===== src/rtl/lbp_hist.sv =====
`default_nettype none
// ============================================================================
// Module      : lbp_hist
// Description : Rotation-invariant uniform (riu2) LBP histogram over the 6x6
//               interior of an 8x8 block. Ten bins are drained through a
//               valid/ready port. Define LBP_HIST_SAT_EN to saturate the
//               counters at 63; when it is left undefined they wrap modulo 64.
// Revision    : 1.0 - initial release
// ============================================================================
module lbp_hist (
    input  logic       clk,
    input  logic       reset,
    input  logic       lbp_write,
    input  logic [5:0] lbp_addr,
    input  logic [7:0] lbp_data,
    input  logic       finish,
    output logic       hist_valid,
    input  logic       hist_ready,
    output logic [3:0] hist_bin,
    output logic [5:0] hist_count,
    output logic       hist_last,
    output logic       done
);

    localparam logic [1:0] S_IDLE  = 2'd0;
    localparam logic [1:0] S_ACC   = 2'd1;
    localparam logic [1:0] S_DRAIN = 2'd2;
    localparam logic [1:0] S_DONE  = 2'd3;

    localparam int         NUM_BINS = 10;
    localparam logic [3:0] LAST_BIN = 4'd9;

    // Bin = popcount for uniform patterns (<= 2 circular transitions), else 9.
    function automatic logic [3:0] riu2_bin(input logic [7:0] d);
        logic [7:0] t;
        logic [3:0] u;
        logic [3:0] p;
        t = d ^ {d[6:0], d[7]};
        u = 4'd0;
        p = 4'd0;
        for (int i = 0; i < 8; i++) begin
            u = u + {3'b000, t[i]};
            p = p + {3'b000, d[i]};
        end
        return (u <= 4'd2) ? p : LAST_BIN;
    endfunction

    logic [1:0] state_q, state_d;
    logic [3:0] bin_q, bin_d;
    logic [5:0] cnt_q [NUM_BINS];
    logic [5:0] cnt_d [NUM_BINS];

    logic [2:0] row, col;
    logic       interior;
    logic       hit;
    logic [3:0] hit_bin;
    logic       accept;

    assign row      = lbp_addr[5:3];
    assign col      = lbp_addr[2:0];
    assign interior = (row >= 3'd1) && (row <= 3'd6) && (col >= 3'd1) && (col <= 3'd6);
    assign hit      = lbp_write && interior && ((state_q == S_IDLE) || (state_q == S_ACC));
    assign hit_bin  = riu2_bin(lbp_data);
    assign accept   = (state_q == S_DRAIN) && hist_ready;

    always_ff @(posedge clk) begin
        if (reset) begin
            state_q <= S_IDLE;
            bin_q   <= 4'd0;
            for (int i = 0; i < NUM_BINS; i++) cnt_q[i] <= 6'd0;
        end else begin
            state_q <= state_d;
            bin_q   <= bin_d;
            for (int i = 0; i < NUM_BINS; i++) cnt_q[i] <= cnt_d[i];
        end
    end

    always_comb begin
        state_d = state_q;
        case (state_q)
            S_IDLE: begin
                if (finish)   state_d = S_DRAIN;
                else if (hit) state_d = S_ACC;
            end
            S_ACC:   if (finish) state_d = S_DRAIN;
            S_DRAIN: if (accept && (bin_q == LAST_BIN)) state_d = S_DONE;
            S_DONE:  state_d = S_IDLE;
            default: state_d = S_IDLE;
        endcase
    end

    // bin_q returns to 0 on the final accept so the next drain starts at bin 0.
    always_comb begin
        bin_d = bin_q;
        if (accept) bin_d = (bin_q == LAST_BIN) ? 4'd0 : bin_q + 4'd1;
    end

    always_comb begin
        for (int i = 0; i < NUM_BINS; i++) begin
            cnt_d[i] = cnt_q[i];
            if (state_q == S_DONE) begin
                cnt_d[i] = 6'd0;
            end else if (hit && (hit_bin == 4'(i))) begin
`ifdef LBP_HIST_SAT_EN
                cnt_d[i] = (cnt_q[i] == 6'd63) ? 6'd63 : cnt_q[i] + 6'd1;
`else
                cnt_d[i] = cnt_q[i] + 6'd1;
`endif
            end
        end
    end

    always_comb begin
        hist_valid = (state_q == S_DRAIN);
        hist_last  = (state_q == S_DRAIN) && (bin_q == LAST_BIN);
        done       = (state_q == S_DONE);
        hist_bin   = 4'd0;
        hist_count = 6'd0;
        if (state_q == S_DRAIN) begin
            hist_bin = bin_q;
            for (int i = 0; i < NUM_BINS; i++) begin
                if (bin_q == 4'(i)) hist_count = cnt_q[i];
            end
        end
    end

endmodule
`default_nettype wire


===== config.mk =====
export PLATFORM = sky130hd
export DESIGN_NAME = lbp_hist
export DESIGN_NICKNAME = d
export VERILOG_FILES = /design/src/rtl/lbp_hist.sv
export SDC_FILE = /design/constraint.sdc
export NUM_CORES = 1
export LEC_CHECK = 0
export CORE_UTILIZATION = 53
export CTS_BUF_LIST = sky130_fd_sc_hd__clkbuf_4
export DETAILED_ROUTE_END_ITERATION = 8
export GPL_TIMING_DRIVEN = 0
export HOLD_SLACK_MARGIN = 0.08
export PLACE_DENSITY = 0.72
export SETUP_SLACK_MARGIN = 0.05
export SLEW_MARGIN = 20
export SYNTH_ARGS = -nofsm -noshare
export SYNTH_HDL_FRONTEND = slang
export SYNTH_SLANG_ARGS = --single-unit

===== constraint.sdc =====
create_clock -name clk -period 6.2 [get_ports clk]
set_input_delay 1.55 -clock clk [delete_from_list [all_inputs] [get_ports clk]]
set_output_delay 1.55 -clock clk [all_outputs]
set_load 0.01 [all_outputs]

* Word level (Yosys, flattened, before mapping) *
Memory sizes are Yosys's and may differ from the RTL's.
Cells that the tools add are included.

word-level totals
  bits in writable memories = 60
  memories = 1
  logic and storage cells = 143
  register bits after elaboration = 6

operators by class
  add/sub/neg operators = 25
  eq/ne operators = 24
  multiplexer cells = 52
  bitwise operators = 11
  $lt $le $gt $ge = 5
  reductions and logical operators = 23

memory list
  name   words  bits a word  read ports  clocked after Yosys merged registers in  wr ports  line  source
  cnt_q  10     6            10          0                                        10        50    logic [5:0] cnt_q [NUM_BINS];

operators with widths
  cell                                                                                 count
  6-bit two-way mux                                                                    41
  6-bit by 1-bit adder with 6-bit output, second input constant                        10
  4-bit by 1-bit adder with 4-bit output                                               8
  4-bit by 3-bit equality test with 1-bit output, second input constant                8
  1-bit logical AND                                                                    18
  4-bit by 2-bit equality test with 1-bit output, second input constant                4
  4-bit equality test, second input constant                                           4
  4-bit two-way mux                                                                    3
  1-bit bitwise OR                                                                     10
  3-bit by 1-bit adder with 4-bit output                                               2
  4-bit by 1-bit equality test with 1-bit output, second input constant                2
  4-bit zero test                                                                      2
  2-bit two-way mux                                                                    4
  2-bit case mux with 4 select lines                                                   1
  8-bit XOR                                                                            1
  2-bit by 1-bit adder with 3-bit output                                               2
  3-bit by 1-bit greater-or-equal comparator with 1-bit output, second input constant  2
  3-bit <= comparator, second input constant                                           2
  1-bit by 1-bit adder with 2-bit output                                               2
  4-bit by 1-bit adder with 4-bit output, second input constant                        1
  2-bit equality test, second input constant                                           2
  4-bit by 2-bit <= comparator with 1-bit output, second input constant                1
  1-bit two-way mux                                                                    3
  3-bit inequality test, second input constant                                         1
  other kinds (6)                                                                      6

* Logic depth before layout (Yosys ltp) *
  depth after elaboration = 15
  gate-level depth with buffers = 15
  gate-level depth less buffers = 13

* Worst setup path before layout *
Ideal clock, no wire load.

  path type = input -> register
  from = in lbp_data[0]
  to = mem cnt_q[2][3] (netlist: cnt_q[0][15])
  path buffers = 1
  required time = 6.065 ns
  setup time = 0.135 ns
  slack = 0.468 ns
  cell stages on the path = 14
  arrival = 5.597 ns
  cell sequence = ha_1 inv_1 fa_1 fa_1 inv_1 fa_1 ha_1 fa_1 a22oi_1 a31oi_2 or4_4 buf_6 o311ai_0 o41ai_1

RTL lines
  element      line  source
  from (decl)  15    input logic [7:0] lbp_data,
  to (decl)    50

==> metrics.md <==
| Metric | Value |
|---|---|
| Status | `completed` |
| Die height | `95.3 µm` |
| Total iterations of the first detailed-routing run | `6` |
| 1st-iter DRT viols | `410` |
| Critical path startpoint | `lbp_data[7]` |
| Starting Density | `0.553` |
| CTS tree | `yes` |
| Tot Pwr | `0.00145 W` |
| Routed vias/inst | `6.62` |
| Area Growth Syn to Fin | `13.6%` |
| Hold Crit Depth | `2` |
| H-tree Lvls | `3` |
| Final Slew Violations | `0` |
| HP Start | `cnt_q[0][34]` |
| Non-Filler Instances | `707` |
| Grt total ovfl | `0` |
| Layout Nets | `645` |
| Routed WL | `13900 µm` |
| Sequential cell area fraction in the yosys report | `0.286` |
| Antenna-violating nets left | `0` |
| Top FF cell, synth | `dfxtp_1` |
| Worst slew pin tran | `938 ps` |
| Final Cycle Share | `0.961` |
| Worst EP required | `6510 ps` |
| Mean Syn Cell Area | `8.33 µm²` |
| Fin Clk Skew | `10.1 ps` |
| Area of the multi-input gates | `0.00306 mm²` |
| Yosys cell types | `58` |
| Crit end category | `register` |
| Deepest clock path buffer count | `2` |
| CORE AREA | `0.00834 mm²` |
| Boundary Pins | `32` |
| DR WL/cell | `19.6 µm` |
| Number of synthesized flops with an enable pin | `0` |
| CTS clk-pin slew, worst paths | `110 ps` |
| Die width | `95.3 µm` |
| Routed vias | `4679` |
| Hold-fix buffers, CTS | `0` |
| Synth top area share | `0.286` |
| Instance count of the mapped netlist | `554` |
| Leak Pwr | `1.94 nW` |
| Peak supply drop | `0.195 mV` |
| Crit path max fanout | `10` |
| Hold Fails Final Rpt | `0` |
| Mapped Nets | `602` |
| R2R Path Start | `state_q[1]` |
| Pwr dens | `277 mW/mm²` |
| Hold Crit Class | `register to register` |
| First-pass GRT wire length | `22000 µm` |
| Worst path arrival time | `6270 ps` |
| Final HPWL from detailed placement | `10400 µm` |
| Row cnt | `33` |
| Count of buffers from port buffering | `30` |
| Highest Clock Rate | `0.168 GHz` |
| Vias in the first global route | `4269` |
| Synth Warn # | `0` |
| RSZ-0062 raised after global routing | `no` |
| Post-synth top cells | `dfxtp_1, nand2_1, nand3_1` |
| Die ar. | `0.00909 mm²` |
| Synth Register Bits | `66` |
| GP Congestion | `0.977` |
| Register Area | `0.00132 mm²` |
| Startpoint Class | `input pin` |
| Cts bufs inserted | `9` |
| Diode count | `0` |
| Async SR Flop Fraction | `0` |
| MaxCap Viol Count | `0` |
| Fillers | `737` |
| Min cycle time layout | `5960 ps` |
| Dpl ws | `-653 ps` |
| Initial antenna violation count | `0` |
| Root buf cell | `clkbuf_4` |
| Cell with the most instances after synthesis | `dfxtp_1` |
| Worst Slack Setup Final | `242 ps` |
| Dpl cells | `689` |
| Synth area leaders | `dfxtp_1, ha_1, mux2i_1` |
| Clk sinks | `66` |
| DRC | `0` |
| Share of layout cells above drive strength 1 | `0.0864` |
| Post-synth top area cell | `dfxtp_1` |
| Hold_ws | `470 ps` |
| Reg2reg path depth | `7` |
| Largest net degree at the start of global routing | `11` |
| Post-Syn Area | `0.00462 mm²` |
| Slew headroom | `0.370` |
| Critical path type | `input pin to register` |
| All-Layer GR Usage | `0.325` |
| Final setup vio count | `0` |
| Skew-Pair Late Insertion Delay | `430 ps` |
[power breakdown]
| group | internal [W] | total [W] | switching, W |
|---|---|---|---|
| clock network | 0.000140 | 0.000302 | 0.000162 |
| logic | 0.000237 | 0.000693 | 0.000457 |
| registers | 0.000439 | 0.000459 | 0.0000193 |
| total | 0.000816 | 0.00145 | 0.000638 |
[layer usage]
layer,part of all wire,vias to the layer above,wire [µm],track usage
li1,-,2182,-,-
met1,0.42,2236,5830,0.420
met2,0.46,218,6430,0.536
met3,0.083,43,1150,0.0582
met4,0.034,0,479,0.126
met5,0,-,0,0
[cells in the final DEF (no fill, tap or decap), drive strengths merged, types with 7 or more instances in the layout]
cell / Yosys / layout
nor3: 10 / 10
nand2: 37 / 37
nand4: 10 / 10
and2: 10 / 10
nor2b: 7 / 7
nor2: 26 / 26
clkdlybuf4s50: 0 / 28
o41ai: 10 / 10
or3: 32 / 32
a31oi: 11 / 11
nand3: 37 / 37
dfxtp: 66 / 66
buf: 8 / 11
a41o: 10 / 10
ha: 21 / 21
clkbuf: 31 / 43
mux2i: 21 / 21
or4: 12 / 12
o31ai: 9 / 9
nand2b: 9 / 9
inv: 25 / 25
o311ai: 10 / 10
a21oi: 32 / 32
nor4: 7 / 7
fa: 8 / 8
o21ai: 36 / 36
[layout make-up]
type	count	area share
Multi-Input combinational cell	424	0.583
Buffer	39	0.0341
Clock inverter	3	0.00764
Clock buffer	13	0.0186
Tap cell	105	0.0251
Inverter	25	0.0179
Sequential cell	66	0.252
Timing Repair Buffer	32	0.0611
[path summary, 6_finish.rpt]
| kind | end | slack (ps) |
|---|---|---|
| worst min-delay path | cnt_q[0][34] | 470 |
| worst max register to register | cnt_q[0][47] | 3560 |
| worst min register to register | cnt_q[0][34] | 470 |
| worst max-delay path | cnt_q[0][16] | 240 |
[stage by stage]
step,setup TNS (ps),utilization,instance area [µm²]
after global placement,-12690,0.605,5050
final,0,0.628,5240
after global routing,0,0.628,5240
after detailed placement,-17450,0.606,5050
after CTS,0,0.624,5210
after floorplan,0,-,4620
[flip-flops by register name, indices dropped and copies added (netlist names)]
signal   cells
state_q      2
cnt_q       60
bin_q        4
[repair_timing]
| action | CTS | global route |
|---|---|---|
| setup endpoints to repair | 15 | 42 |
| gates cloned | 0 | 0 |
| gates resized for setup | 3 | 6 |
| pin swaps | 1 | 2 |
| buffers inserted | 0 | 2 |
[worst max-delay path, cell delays in order]
cell	delay (ps)
clkdlybuf4s50_1	480
xnor2_1	270
fa_1	490
fa_1	540
inv_1	50
fa_1	470
ha_1	240
fa_1	490
a211oi_2	230
buf_4	160
a31oi_4	70
or4_4	610
buf_6	160
o311ai_0	320
o41ai_1	130
[cells by family after synthesis]
family	Yosys count	synth area share
adder cells (fa/ha/maj)	29	0.0916
AO/OA/AOI/OAI	148	0.220
buffers and inverters	64	0.0588
XOR/XNOR	12	0.0268
flip-flops	66	0.286
multiplexers	30	0.0773
AND/OR/NAND/NOR	205	0.239
Note: power is estimated with default switching activity, not from simulation.
